==> src/rtl/sampler_accept_stage.sv <==
// sampler_accept_stage
//   Rejection-sampling loop around a combinational constraint checker.
//   An internal xorshift generator drives candidates onto cand_out. The
//   checker's verdict (chk_sat) either accepts a candidate into a small
//   FIFO or rejects it. A run ends after n_samples accepts or MAX_TRIES
//   tries, whichever comes first. If both happen on the same cycle, the
//   accept wins.
//
// Ports
//   clk, rst     rising-edge clock, asynchronous active-high reset
//   start        one-cycle pulse; begins a run from IDLE or DONE
//   n_samples    accepted samples requested (latched on start)
//   cand_out     candidate presented to the checker
//   chk_sat      checker verdict for cand_out (same cycle)
//   smp_valid    FIFO non-empty
//   smp_ready    downstream ready; pop on smp_valid & smp_ready
//   smp_data     FIFO head (0 when empty)
//   busy/done    state is RUN / DONE
//   timeout      last run ended on the try budget
//   tries_cnt    tries in the current run
//   accept_cnt   samples pushed in the current run
module sampler_accept_stage #(
  parameter int unsigned W          = 64,
  parameter logic [63:0] SEED       = 64'h0123_4567_89AB_CDEF,
  parameter int unsigned FIFO_DEPTH = 4,
  parameter int unsigned MAX_TRIES  = 1024
) (
  input  logic          clk,
  input  logic          rst,
  input  logic          start,
  input  logic [15:0]   n_samples,
  output logic [W-1:0]  cand_out,
  input  logic          chk_sat,
  output logic          smp_valid,
  input  logic          smp_ready,
  output logic [W-1:0]  smp_data,
  output logic          busy,
  output logic          done,
  output logic          timeout,
  output logic [31:0]   tries_cnt,
  output logic [15:0]   accept_cnt
);

  localparam int unsigned AW     = $clog2(FIFO_DEPTH);
  localparam logic [W-1:0] SEED_W = W'(SEED);
  localparam logic [31:0]  MAX_T  = 32'(MAX_TRIES);
  localparam logic [AW:0]  FULL_C = (AW+1)'(FIFO_DEPTH);

  typedef enum logic [1:0] {S_IDLE, S_RUN, S_DONE} state_t;

  state_t          state, state_nxt;
  logic [W-1:0]    cand;
  logic [15:0]     n_lat;
  logic [W-1:0]    mem [FIFO_DEPTH];
  logic [AW-1:0]   wr_ptr, rd_ptr;
  logic [AW:0]     count;

  logic start_ok, is_run, full, push, try_step, pop;
  logic acc_hit, try_hit, timeout_set;

  function automatic logic [W-1:0] xs_next(input logic [W-1:0] c);
    logic [W-1:0] t1, t2;
    t1 = c ^ (c << 13);
    t2 = t1 ^ (t1 >> 7);
    return t2 ^ (t2 << 17);
  endfunction

  assign is_run   = (state == S_RUN);
  assign start_ok = start && (state != S_RUN);
  // Fullness is judged before any same-cycle pop.
  assign full     = (count == FULL_C);
  assign push     = is_run && chk_sat && !full;
  // Every RUN cycle that is not a stall consumes a try.
  assign try_step = is_run && (!chk_sat || !full);
  assign pop      = smp_valid && smp_ready;
  assign acc_hit  = push && ((accept_cnt + 16'd1) == n_lat);
  assign try_hit  = try_step && ((tries_cnt + 32'd1) == MAX_T);
  assign timeout_set = try_hit && !acc_hit;

  always_ff @(posedge clk or posedge rst) begin
    if (rst) state <= S_IDLE;
    else     state <= state_nxt;
  end

  always_comb begin
    state_nxt = state;
    case (state)
      S_IDLE, S_DONE: begin
        if (start) state_nxt = (n_samples == 16'd0) ? S_DONE : S_RUN;
      end
      S_RUN: begin
        if (acc_hit || try_hit) state_nxt = S_DONE;
      end
      default: state_nxt = S_IDLE;
    endcase
  end

  always_ff @(posedge clk or posedge rst) begin
    if (rst) begin
      cand       <= SEED_W;
      n_lat      <= '0;
      tries_cnt  <= '0;
      accept_cnt <= '0;
      timeout    <= 1'b0;
    end else if (start_ok) begin
      cand       <= SEED_W;
      n_lat      <= n_samples;
      tries_cnt  <= '0;
      accept_cnt <= '0;
      timeout    <= 1'b0;
    end else if (try_step) begin
      cand      <= xs_next(cand);
      tries_cnt <= tries_cnt + 32'd1;
      if (push)        accept_cnt <= accept_cnt + 16'd1;
      if (timeout_set) timeout    <= 1'b1;
    end
  end

  always_ff @(posedge clk) begin
    if (push) mem[wr_ptr] <= cand;
  end

  always_ff @(posedge clk or posedge rst) begin
    if (rst) begin
      wr_ptr <= '0;
      rd_ptr <= '0;
      count  <= '0;
    end else begin
      if (push) wr_ptr <= wr_ptr + 1'b1;
      if (pop)  rd_ptr <= rd_ptr + 1'b1;
      case ({push, pop})
        2'b10:   count <= count + 1'b1;
        2'b01:   count <= count - 1'b1;
        default: count <= count;
      endcase
    end
  end

  assign cand_out  = cand;
  assign smp_valid = (count != '0);
  assign smp_data  = smp_valid ? mem[rd_ptr] : '0;
  assign busy      = (state == S_RUN);
  assign done      = (state == S_DONE);

endmodule

==> config.mk <==
export PLATFORM = sky130hd
export DESIGN_NAME = sampler_accept_stage
export DESIGN_NICKNAME = d
export VERILOG_FILES = /design/src/rtl/sampler_accept_stage.sv
export SDC_FILE = /design/constraint.sdc
export NUM_CORES = 1
export LEC_CHECK = 0
export ABC_AREA = 1
export CORE_UTILIZATION = 55
export DETAILED_ROUTE_END_ITERATION = 10
export GPL_TIMING_DRIVEN = 0
export PLACE_DENSITY = 0.89
export SETUP_SLACK_MARGIN = 0.4
export SLEW_MARGIN = 0
export SYNTH_ARGS = -nofsm -noshare
export SYNTH_HDL_FRONTEND = slang
export SYNTH_SLANG_ARGS = --single-unit
==> constraint.sdc <==
create_clock -name clk -period 9.55 [get_ports clk]
set_clock_uncertainty 0.2 [all_clocks]
set_input_delay 1.91 -clock clk [delete_from_list [all_inputs] [get_ports clk]]
set_output_delay 1.91 -clock clk [all_outputs]
set_load 0.03 [all_outputs]
==> metrics, run 1 <==
outcome=complete, no violations; CP Class=reg2out; antenna violations before repair=0; MaxCap Viol Count=0; Worst-path clk slew=0.06 ns; RSZ-0062 raised after global routing=no; # resized after CTS=0; worst relative slew slack=0.3393; register area=roughly 0.011 mm²; Arrival @ worst endpoint=3.57 ns; Mapped Area=0.01835 mm²; syn_nets=1905; Buffers on Ports=200; layout cell share with drive strength beyond 1=0.06247; H-tree levels=2; post-CTS setup repair buffer count=0; routed wire length=around 52000 µm; Mapped Avg Cell Area=9.783 µm²; post-synth cell types=40; min Tclk post-route=around 5.7 ns; Hold Vio Cnt, Final=0; first drt pass iteration count=5; DR iter-0 viols=1494; Post-layout nets=between 2000 and 2500; worst-path maximum fanout=10; fill cell count=~2400; largest stage delay on the critical path=0.73 ns; Via density=5.673; Multi-input gate area=approximately 0.0065 mm²; critical path required time=7.44 ns; Longest Clk Path Bufs=3; io pins=201; final worst slack=3.873 ns; crit-path cells=clkbuf_1, clkbuf_1, nor2_1, nor2_1, o21ai_0, a21oi_1, clkdlybuf4s50_1; setup TNS=0 ns; period utilization=0.5945; P_leak=a little over 8 nW; warnings from Yosys=0; Slowest-stage cell, CP=clkdlybuf4s50_1; GRT Total Usage=0.3089; row cnt=66; synthesis-to-layout area growth=22.13%; ant diodes=0; CTS Hold Bufs=0; number of global-route vias before repair=14619; Syn Inst Count=1876; Placed Cells incl. Taps=2527; CTS root buf=clkbuf_16; worst hold-check path type=reg2reg; Area after DPL=0.02113 mm²; Cell Count, Final, Fillers Out=2603; PwrDens=429.9 mW/mm²; kind of end point of the critical path=output pin; total congestion overflow=0; final instance area=0.02241 mm²; clock sinks=approximately 390; Startpoint Class=flop; CTS tree=built; core footprint=0.03270 mm²; Die Area=0.03410 mm²; first-pass GRT wire length=80160 µm; Num CTS Buffers=41; Post-Place Setup Slack=about 4.5 ns; largest net degree at the start of global routing=90; Max Clk Rate=approximately 0.18 GHz; register area share after synthesis=0.6092; final setup fails=0; maximum vdd drop=0.2280 mV; DR vias=14768; Routed WL per cell=19.98 µm; Die X=around 180 µm; PnR Total Power=between 0.009 and 0.01 W; starting density of the core=0.5612; Worst Tran Pin Value=0.9911 ns; Slew Viols, Final=0; Clk Latency, worst-skew pair=0.55 ns; Post-route DRC=0; HPWL after DPL=36260 µm; Synth Register Bits=394; DIE HEIGHT=roughly 180 µm; Final GP Congestion=0.9241; Detail Route Antenna Nets=0
[kinds of logic (layout without fill, tap and decap cells)]
group | after synthesis | in the layout | synth area share
fa+ha+maj | 8 | 8 | 0.005863
xor+xnor | 139 | 139 | 0.06634
compound gates | 358 | 358 | 0.1034
buf+inv | 194 | 479 | 0.03995
flops | 394 | 394 | 0.6092
simple gates | 783 | 783 | 0.1752
[report_power, final]
group          leakage (nW)  switching, W  internal [W]  total, W
clock                 0.622      0.000670      0.000876   0.00155
combinational          3.63       0.00321       0.00189   0.00510
sequential             4.04      0.000558       0.00244   0.00299
[path summary, 6_finish.rpt]
path | from | to | slack [ns] | depth (start not counted)
max | rd_ptr[0] | smp_data[58] | 3.87 | 7
min | n_lat[0] | n_lat[0] | 0.30 | 2
max reg2reg | state[0] | mem[1][16] | 6.23 | 8
min reg2reg | n_lat[0] | n_lat[0] | 0.30 | 2
max in group asynchronous | rst | cand_out[15] | 6.68 | 3
min in group asynchronous | rst | tries_cnt[21] | 1.59 | 2
[flip-flops by register name, summed over array words and instances (netlist names)]
register and count:
wr_ptr 2, n_lat 16, tries_cnt 32, accept_cnt 16
timeout 1, cand_out 64, rd_ptr 2, state 2
mem 256, count 3
[layer usage]
metal | track usage | routed length [µm]
met1 | 0.3935 | 19730
met2 | 0.5155 | 25050
met3 | 0.06402 | 5113
met4 | 0.1266 | 2119
met5 | 0 | 0
[layout make-up]
cell class                      count  share of cell area
Clock buffer                       56             0.04968
Clock inverter                     20            0.007592
Buffer                             75             0.01278
Tap cell                          442             0.02467
Multi-Input combinational cell   1288              0.2886
Inverter                          119             0.02015
Sequential cell                   394              0.4988
Timing Repair Buffer              209             0.09769
[cell usage in the layout (no fill, tap or decap), types with 4 or more instances in the layout]
| master | count |
|---|---|
| nand4_1 | 12 |
| or2_2 | 11 |
| buf_2 | 4 |
| inv_1 | 115 |
| nand3b_1 | 5 |
| o21ai_0 | 222 |
| xor2_1 | 33 |
| edfxtp_1 | 256 |
| a21oi_1 | 92 |
| nor2_2 | 4 |
| clkinv_2 | 6 |
| o22ai_1 | 20 |
| nor2_1 | 359 |
| o31ai_1 | 4 |
| clkinv_1 | 11 |
| buf_1 | 19 |
| nand3_1 | 60 |
| nand2_2 | 6 |
| ha_1 | 7 |
| dfstp_2 | 32 |
| dfrtp_1 | 106 |
| a32o_1 | 11 |
| clkbuf_16 | 42 |
| clkbuf_1 | 65 |
| xnor2_1 | 106 |
| clkdlybuf4s50_1 | 200 |
| nand2_1 | 302 |
| buf_12 | 8 |
| nor2_4 | 10 |
| nor3_1 | 4 |
[metrics by stage]
stage                     hold WS [ns]  utilization
after global routing            0.3210       0.6854
after global placement          0.2803       0.6393
after floorplan                 0.2551            -
after detailed placement        0.2869       0.6462
after CTS                       0.2998       0.6854
final                           0.2966       0.6854
[Yosys cell counts, drive strengths merged]
cell | instances | area, µm²
nand3 | 61 | 310.3
inv | 117 | 439.2
and2 | 2 | 12.51
o21bai | 1 | 7.510
xnor2 | 106 | 928.4
nor2 | 374 | 1475
o21a | 3 | 22.52
clkinv | 2 | 7.510
nand3b | 5 | 37.54
nor4 | 3 | 18.77
a32o | 11 | 110.1
nand4 | 12 | 75.07
and3b | 1 | 8.760
a21oi | 92 | 460.4
nor2b | 1 | 6.260
a22o | 1 | 8.760
xor2 | 33 | 289.0
nor3 | 4 | 20.02
a211oi | 1 | 7.510
buf | 23 | 91.34
o31ai | 4 | 30.03
clkbuf | 52 | 195.2
nand2 | 309 | 1182
o21ai | 225 | 1126
edfxtp | 256 | 7687
or2 | 11 | 68.82
fa | 1 | 20.02
dfrtp | 106 | 2653
ha | 7 | 87.58
dfstp | 32 | 840.8
o22ai | 20 | 125.1
[worst max-delay path, delay by kind of cell (launching register included)]
family          cells  cell delay (ns)
buf+inv             3             1.98
compound gates      2             0.41
flops               1             0.40
simple gates        2             0.22
No activity file was read; power rests on OpenSTA's default activity.
==> run 2, diff against run 1 <==
--- a/config.mk
+++ b/config.mk
@@ -6,10 +6,10 @@
 export NUM_CORES = 1
 export LEC_CHECK = 0
 export ABC_AREA = 1
-export CORE_UTILIZATION = 55
+export CORE_UTILIZATION = 51
 export DETAILED_ROUTE_END_ITERATION = 10
 export GPL_TIMING_DRIVEN = 0
-export PLACE_DENSITY = 0.89
+export PLACE_DENSITY = 0.87
 export SETUP_SLACK_MARGIN = 0.4
 export SLEW_MARGIN = 0
 export SYNTH_ARGS = -nofsm -noshare
==> constraint.sdc (replaced) <==
create_clock -name clk -period 4.75 [get_ports clk]
set_clock_uncertainty 0.2 [all_clocks]
set_input_delay 0.95 -clock clk [delete_from_list [all_inputs] [get_ports clk]]
set_output_delay 0.95 -clock clk [all_outputs]
set_load 0.03 [all_outputs]
==> run 2 against run 1 <==
Net effect: core utilization down 5.2 points; count of clock-buffer cells in the layout fell by 1; first-iteration DRC count down 3.9%; via count rose by 1.4%; worst setup slack got worse by 3.4 ns; global-route usage down 2.1 points; design area grew 0.22%; register-to-register slack worse by 4.8 ns; power grew 100%; critical path type unchanged; highest routed layer unchanged.
==> metrics, run 2 (synthesis gave the netlist of run 1 again) <==
Slowest-stage cell, CP=clkdlybuf4s50_1; Longest Clk Path Bufs=3; DR vias=14974; CTS Hold Bufs=0; worst hold-check path type=reg2reg; most frequent cells in the layout=nor2_1, nand2_1, edfxtp_1, o21ai_0, clkdlybuf4s50_1; GR Util met2=0.4775; P_leak=8.314 nW; critical path's top delay family=buffers and inverters; io pins=about 200; outcome=complete, no violations; Num CTS Buffers=40; PnR Total Power=between 0.015 and 0.02 W; Routed WL per cell=just over 20 µm; number of global-route vias before repair=14505; CTS tree=built; RSZ-0062 raised after global routing=no; Startpoint Class=flop; largest stage delay on the critical path=0.73 ns; Max Clk Rate=0.2334 GHz; first-pass GRT wire length=80830 µm; Die X=191.7 µm; Critical path buffers and inverters=4; maximum vdd drop=just over 0.6 mV; Largest Register=mem; final setup fails=0; crit-path cells=inv_1, clkbuf_2, clkbuf_1, o21ai_0, a21oi_1, clkdlybuf4s50_1; core footprint=about 0.035 mm²; Post-route DRC=0; PwrDens=between 800 and 900 mW/mm²; Detail Route Antenna Nets=0; GRT Total Usage=0.2879; kind of end point of the critical path=output pin; CTS root buf=clkbuf_16; critical path required time=~3.6 ns; clock sinks=just under 400; final worst slack=0.4663 ns; antenna violations before repair=0; GRT met3 Usage=0.05481; post-CTS setup repair buffer count=0; Die Area=0.03675 mm²; H-tree levels=2; commonest non-fill, non-tap cell in the layout=nor2_1; Post-layout nets=between 2000 and 2500; total congestion overflow=0; largest net degree at the start of global routing=42; Worst-path clk slew=around 0.07 ns; worst reg2reg startpoint=state[0]; DIE HEIGHT=191.7 µm; min Tclk post-route=approximately 4.3 ns; Slew Viols, Final=0; Worst Tran Pin Value=0.8444 ns; routed wire length=52670 µm; max FFs per register=about 260; Buffers on Ports=200; Clk Latency, worst-skew pair=0.53 ns; DR iter-0 viols=1436; synthesis-to-layout area growth=22.40%; row cnt=a little under 70; layout cell share with drive strength beyond 1=0.06855; worst-path maximum fanout=10; Post-Place Setup Slack=0.6552 ns; Cell Count, Final, Fillers Out=2620; first drt pass iteration count=6; Hold Vio Cnt, Final=0; Crit. Startpoint=rd_ptr[0]; Final GP Congestion=between 0.9 and 1; CP Class=reg2out; Arrival @ worst endpoint=roughly 3.1 ns; HPWL after DPL=37140 µm; Via density=5.715; worst relative slew slack=0.4371; busiest grt layer=met2; starting density of the core=0.5172; Placed Cells incl. Taps=2548; MaxCap Viol Count=0; final core occ=0.6331; grt met1 use=0.3724; worst hold start=n_lat[2]; period utilization=0.9018; ant diodes=0
run 2: cell types whose count changed in the layout (fill, tap and decap cells not counted):
cell        change
clkbuf_8        +1
buf_12          +3
clkinv_2        -1
clkinv_16       -1
clkbuf_2        +8
clkbuf_1       -10
buf_16          -1
clkinvlp_4      +3
clkinv_4        +1
clkinv_1        -5
run 2: final cells by class:
cell class,count,area (µm²)
Clock buffer,55,1120
Timing Repair Buffer,211,2222
Buffer,75,296.5
Multi-Input combinational cell,1288,6469
Clock inverter,17,148.9
Tap cell,461,576.8
Sequential cell,394,11180
Inverter,119,450.4
Fill cell,2702,13020
run 2: layer usage:
metal  wire, µm  up-vias
met3       4959      141
met1      20280     7198
li1           -     6811
met2      25340      824
met5          0        -
met4       2094        0
run 2: power breakdown:
part           switching (W)  leakage (nW)  internal, W  total [W]
registers            0.00113          4.04      0.00490    0.00602
clock network        0.00130         0.613      0.00177    0.00307
logic                0.00653          3.66      0.00380     0.0103
total                0.00896          8.31       0.0105     0.0194
run 2: stage by stage:
step,hold slack [ns],area [µm²],TNS [ns]
after floorplan,0.2551,18360,-78.35
final,0.3010,22460,0
after CTS,0.3005,22460,0
after detailed placement,0.2840,21190,0
after global routing,0.3310,22460,0
after global placement,0.2846,20940,-716.64
run 2: final timing paths:
check / slack [ns] / cells past startpoint / end
worst max register to register: 1.42 / 12 / count[2]
min in group asynchronous: 0.71 / 2 / state[1]
worst max-delay path: 0.47 / 6 / smp_data[6]
max in group asynchronous: 2.67 / 4 / cand_out[37]
worst min register to register: 0.30 / 2 / n_lat[2]
worst min-delay path: 0.30 / 2 / n_lat[2]
run 2: timing repair:
action,in CTS,in global routing
resized for setup,3,10
endpoints found under the hold margin,0,0
cloned,0,0
endpoints found under the setup margin,37,11
run 2: tightest hold or removal path: cells and delay by family (launching register included):
kind	cells	cell delay (ns)
flops	1	0.37
simple gates	2	0.11
==> run 3, diff against run 2 <==
--- a/config.mk
+++ b/config.mk
@@ -5,11 +5,10 @@
 export SDC_FILE = /design/constraint.sdc
 export NUM_CORES = 1
 export LEC_CHECK = 0
-export ABC_AREA = 1
-export CORE_UTILIZATION = 51
+export CORE_UTILIZATION = 52
 export DETAILED_ROUTE_END_ITERATION = 10
 export GPL_TIMING_DRIVEN = 0
-export PLACE_DENSITY = 0.87
+export PLACE_DENSITY = 0.88
 export SETUP_SLACK_MARGIN = 0.4
 export SLEW_MARGIN = 0
 export SYNTH_ARGS = -nofsm -noshare
==> run 3 against run 2 <==
Net effect: sequential share of layout area is 0.56 points lower; critical path depth fell by 1; count of clock-buffer cells in the layout fell by 4; global-route usage is 0.81 points lower.
==> metrics, run 3 <==
outcome=complete, no violations; worst hold-check path type=reg2reg; largest net degree at the start of global routing=59; CTS root buf=clkbuf_16; DIE HEIGHT=191.5 µm; Synth top cells by count=edfxtp_1, xnor2_1, nand2_1; number of cells on the critical path=5; core footprint=0.03548 mm²; Post-route DRC=0; Max Clk Rate=0.2407 GHz; number of global-route vias before repair=12881; Post-Place Setup Slack=0.7019 ns; min Tclk post-route=4.155 ns; worst-path maximum fanout=10; met2 WL=24940 µm; most common cell in the netlist=edfxtp_1; top_reg_cell synth=edfxtp_1; worst relative slew slack=0.3881; period utilization=0.8748; Detail Route Antenna Nets=0; Buffers on Ports=200; CTS tree=built; Via density=6.001; Worst Tran Pin Value=0.9179 ns; commonest non-fill, non-tap cell in the layout=edfxtp_1; Area contributors post-synth=edfxtp_1, dfrtp_1, mux4_2, xnor2_1, dfstp_2; GRT Total Usage=0.2798; Placed Cells incl. Taps=2138; MaxCap Viol Count=0; Reg2Reg Depth=8; share of flip-flops with an asynchronous set or reset=0.3503; layout cell share with drive strength beyond 1=0.1137; routed wire length=50470 µm; Cell Count, Final, Fillers Out=2211; syn_nets=1498; register area share after synthesis=0.5990; area leader, netlist=edfxtp_1; largest stage delay on the critical path=0.61 ns; Top Metal Used=met4; critical path required time=approximately 3.6 ns; area share of the largest cell type after synthesis=0.4119; Slew Viols, Final=0; Synth Register Bits=394; Worst-path clk slew=0.06 ns; clock sinks=~390; DR iter-0 viols=1302; final worst slack=roughly 0.59 ns; first-pass GRT wire length=76820 µm; worst reg2reg startpoint=tries_cnt[1]; critical path's top delay family=buffers and inverters; most numerous cell on the critical path=buf_2; HPWL after DPL=33960 µm; ant diodes=0; Largest Register=mem; Hold Vio Cnt, Final=0; Reg-to-Reg End=state[0]; DR vias=13269; post-CTS setup repair buffer count=0; Arrival @ worst endpoint=3.01 ns; kind of end point of the critical path=output pin; Post-synth EDFFs=256; Longest Clk Path Bufs=3; Mapped Avg Cell Area=12.71 µm²; max FFs per register=approximately 260; Syn Inst Count=1469; Crit. Startpoint=rd_ptr[0]; first drt pass iteration count=6; antenna violations before repair=0; Routed WL per cell=~23 µm; fill cell count=2559; most frequent cells in the layout=edfxtp_1, clkdlybuf4s50_1, xnor2_1, nand2_1, o21ai_0; met3 wire len=4355 µm; row cnt=69; warnings from Yosys=0; starting density of the core=0.5260; Die X=191.5 µm; final setup fails=0; Critical path buffers and inverters=3; Die Area=about 0.037 mm²; Final GP Congestion=0.9078; Startpoint Class=flop; total congestion overflow=0; final core occ=0.6403; Clk Latency, worst-skew pair=between 0.5 and 0.6 ns; Setup crit end=smp_data[51]; routed metal-1 wirelength=just under 20000 µm; io pins=roughly 200; crit-path cells=buf_2, buf_2, mux4_2, and2_1, clkdlybuf4s50_1; synthesis-to-layout area growth=21.71%; Slowest-stage cell, CP=clkdlybuf4s50_1; post-synth cell types=63; H-tree levels=2; Num CTS Buffers=40; Mapped Area=0.01867 mm²; Post-layout nets=1748; RSZ-0062 raised after global routing=no; Register-to-Register Setup Slack=1.55 ns; CP Class=reg2out
-- run 3: changes by cell type after synthesis, moves of 51 or more --
cell,before,now
o21ai_0,222,131
inv_1,116,14
nand2_1,302,133
nor2_1,363,89
and2_1,2,74
a21oi_1,92,34
mux4_2,0,64
xnor2_1,106,157
-- run 3: what timing repair did --
item	CTS	global route
resized for setup	13	4
hold buffers	0	0
endpoints found under the setup margin	47	19
-- run 3: per-layer routing --
metal,up-vias,GRT usage
li1,5852,-
met1,6598,0.3815
met2,715,0.4645
met3,104,0.04223
met4,0,0.08364
met5,-,0
-- run 3: cells by family after synthesis --
group | count (synthesis) | share of synthesized area
adder cells (fa/ha/maj) | 8 | 0.005765
buffers and inverters | 110 | 0.02420
multiplexers | 70 | 0.08051
AO/OA/AOI/OAI | 233 | 0.07173
XOR/XNOR | 213 | 0.09995
AND/OR/NAND/NOR | 441 | 0.1188
flip-flops | 394 | 0.5990
-- run 3: final cells by class --
cell class              count  area [µm²]  area share
clock buffers              51        1052     0.04632
flip-flops and latches    394       11180      0.4922
inverters                  14       56.30    0.002478
clock inverters            22       206.4    0.009087
repair buffers            208        2192     0.09649
well taps                 461       576.8     0.02539
plain buffers              96       410.4     0.01806
multi-input cells         965        7043      0.3100
-- run 3: how the worst min path moves through the flow --
stage	startpoint	slack (ns)	end	cells past startpoint
after floorplan	n_lat[10]	0.26	n_lat[10]	2
after global placement	n_lat[11]	0.29	n_lat[11]	2
after detailed placement	n_lat[5]	0.29	n_lat[5]	2
after CTS	n_lat[5]	0.31	n_lat[5]	2
after global routing	n_lat[0]	0.32	n_lat[0]	2
final	n_lat[0]	0.31	n_lat[0]	2
-- run 3: stage by stage --
step	TNS (ns)	hold WS, ns	area, µm²
CTS	0	0.3055	22730
finish	0	0.3064	22720
floorplan	0	0.2601	18670
global route	0	0.3239	22720
detailed placement	0	0.2903	21450
global placement	-317.13	0.2851	21250
-- run 3: worst reg2reg max path, delay by kind of cell (launching register included) --
kind	cells	cell delay, ns
xor+xnor	1	0.20
fa+ha+maj	1	0.33
flops	1	0.50
simple gates	6	1.86
Power of run 3 is left out: the tool's default activity adds up to more than one toggle a clock period on the data nets, which glitch-free logic cannot reach.
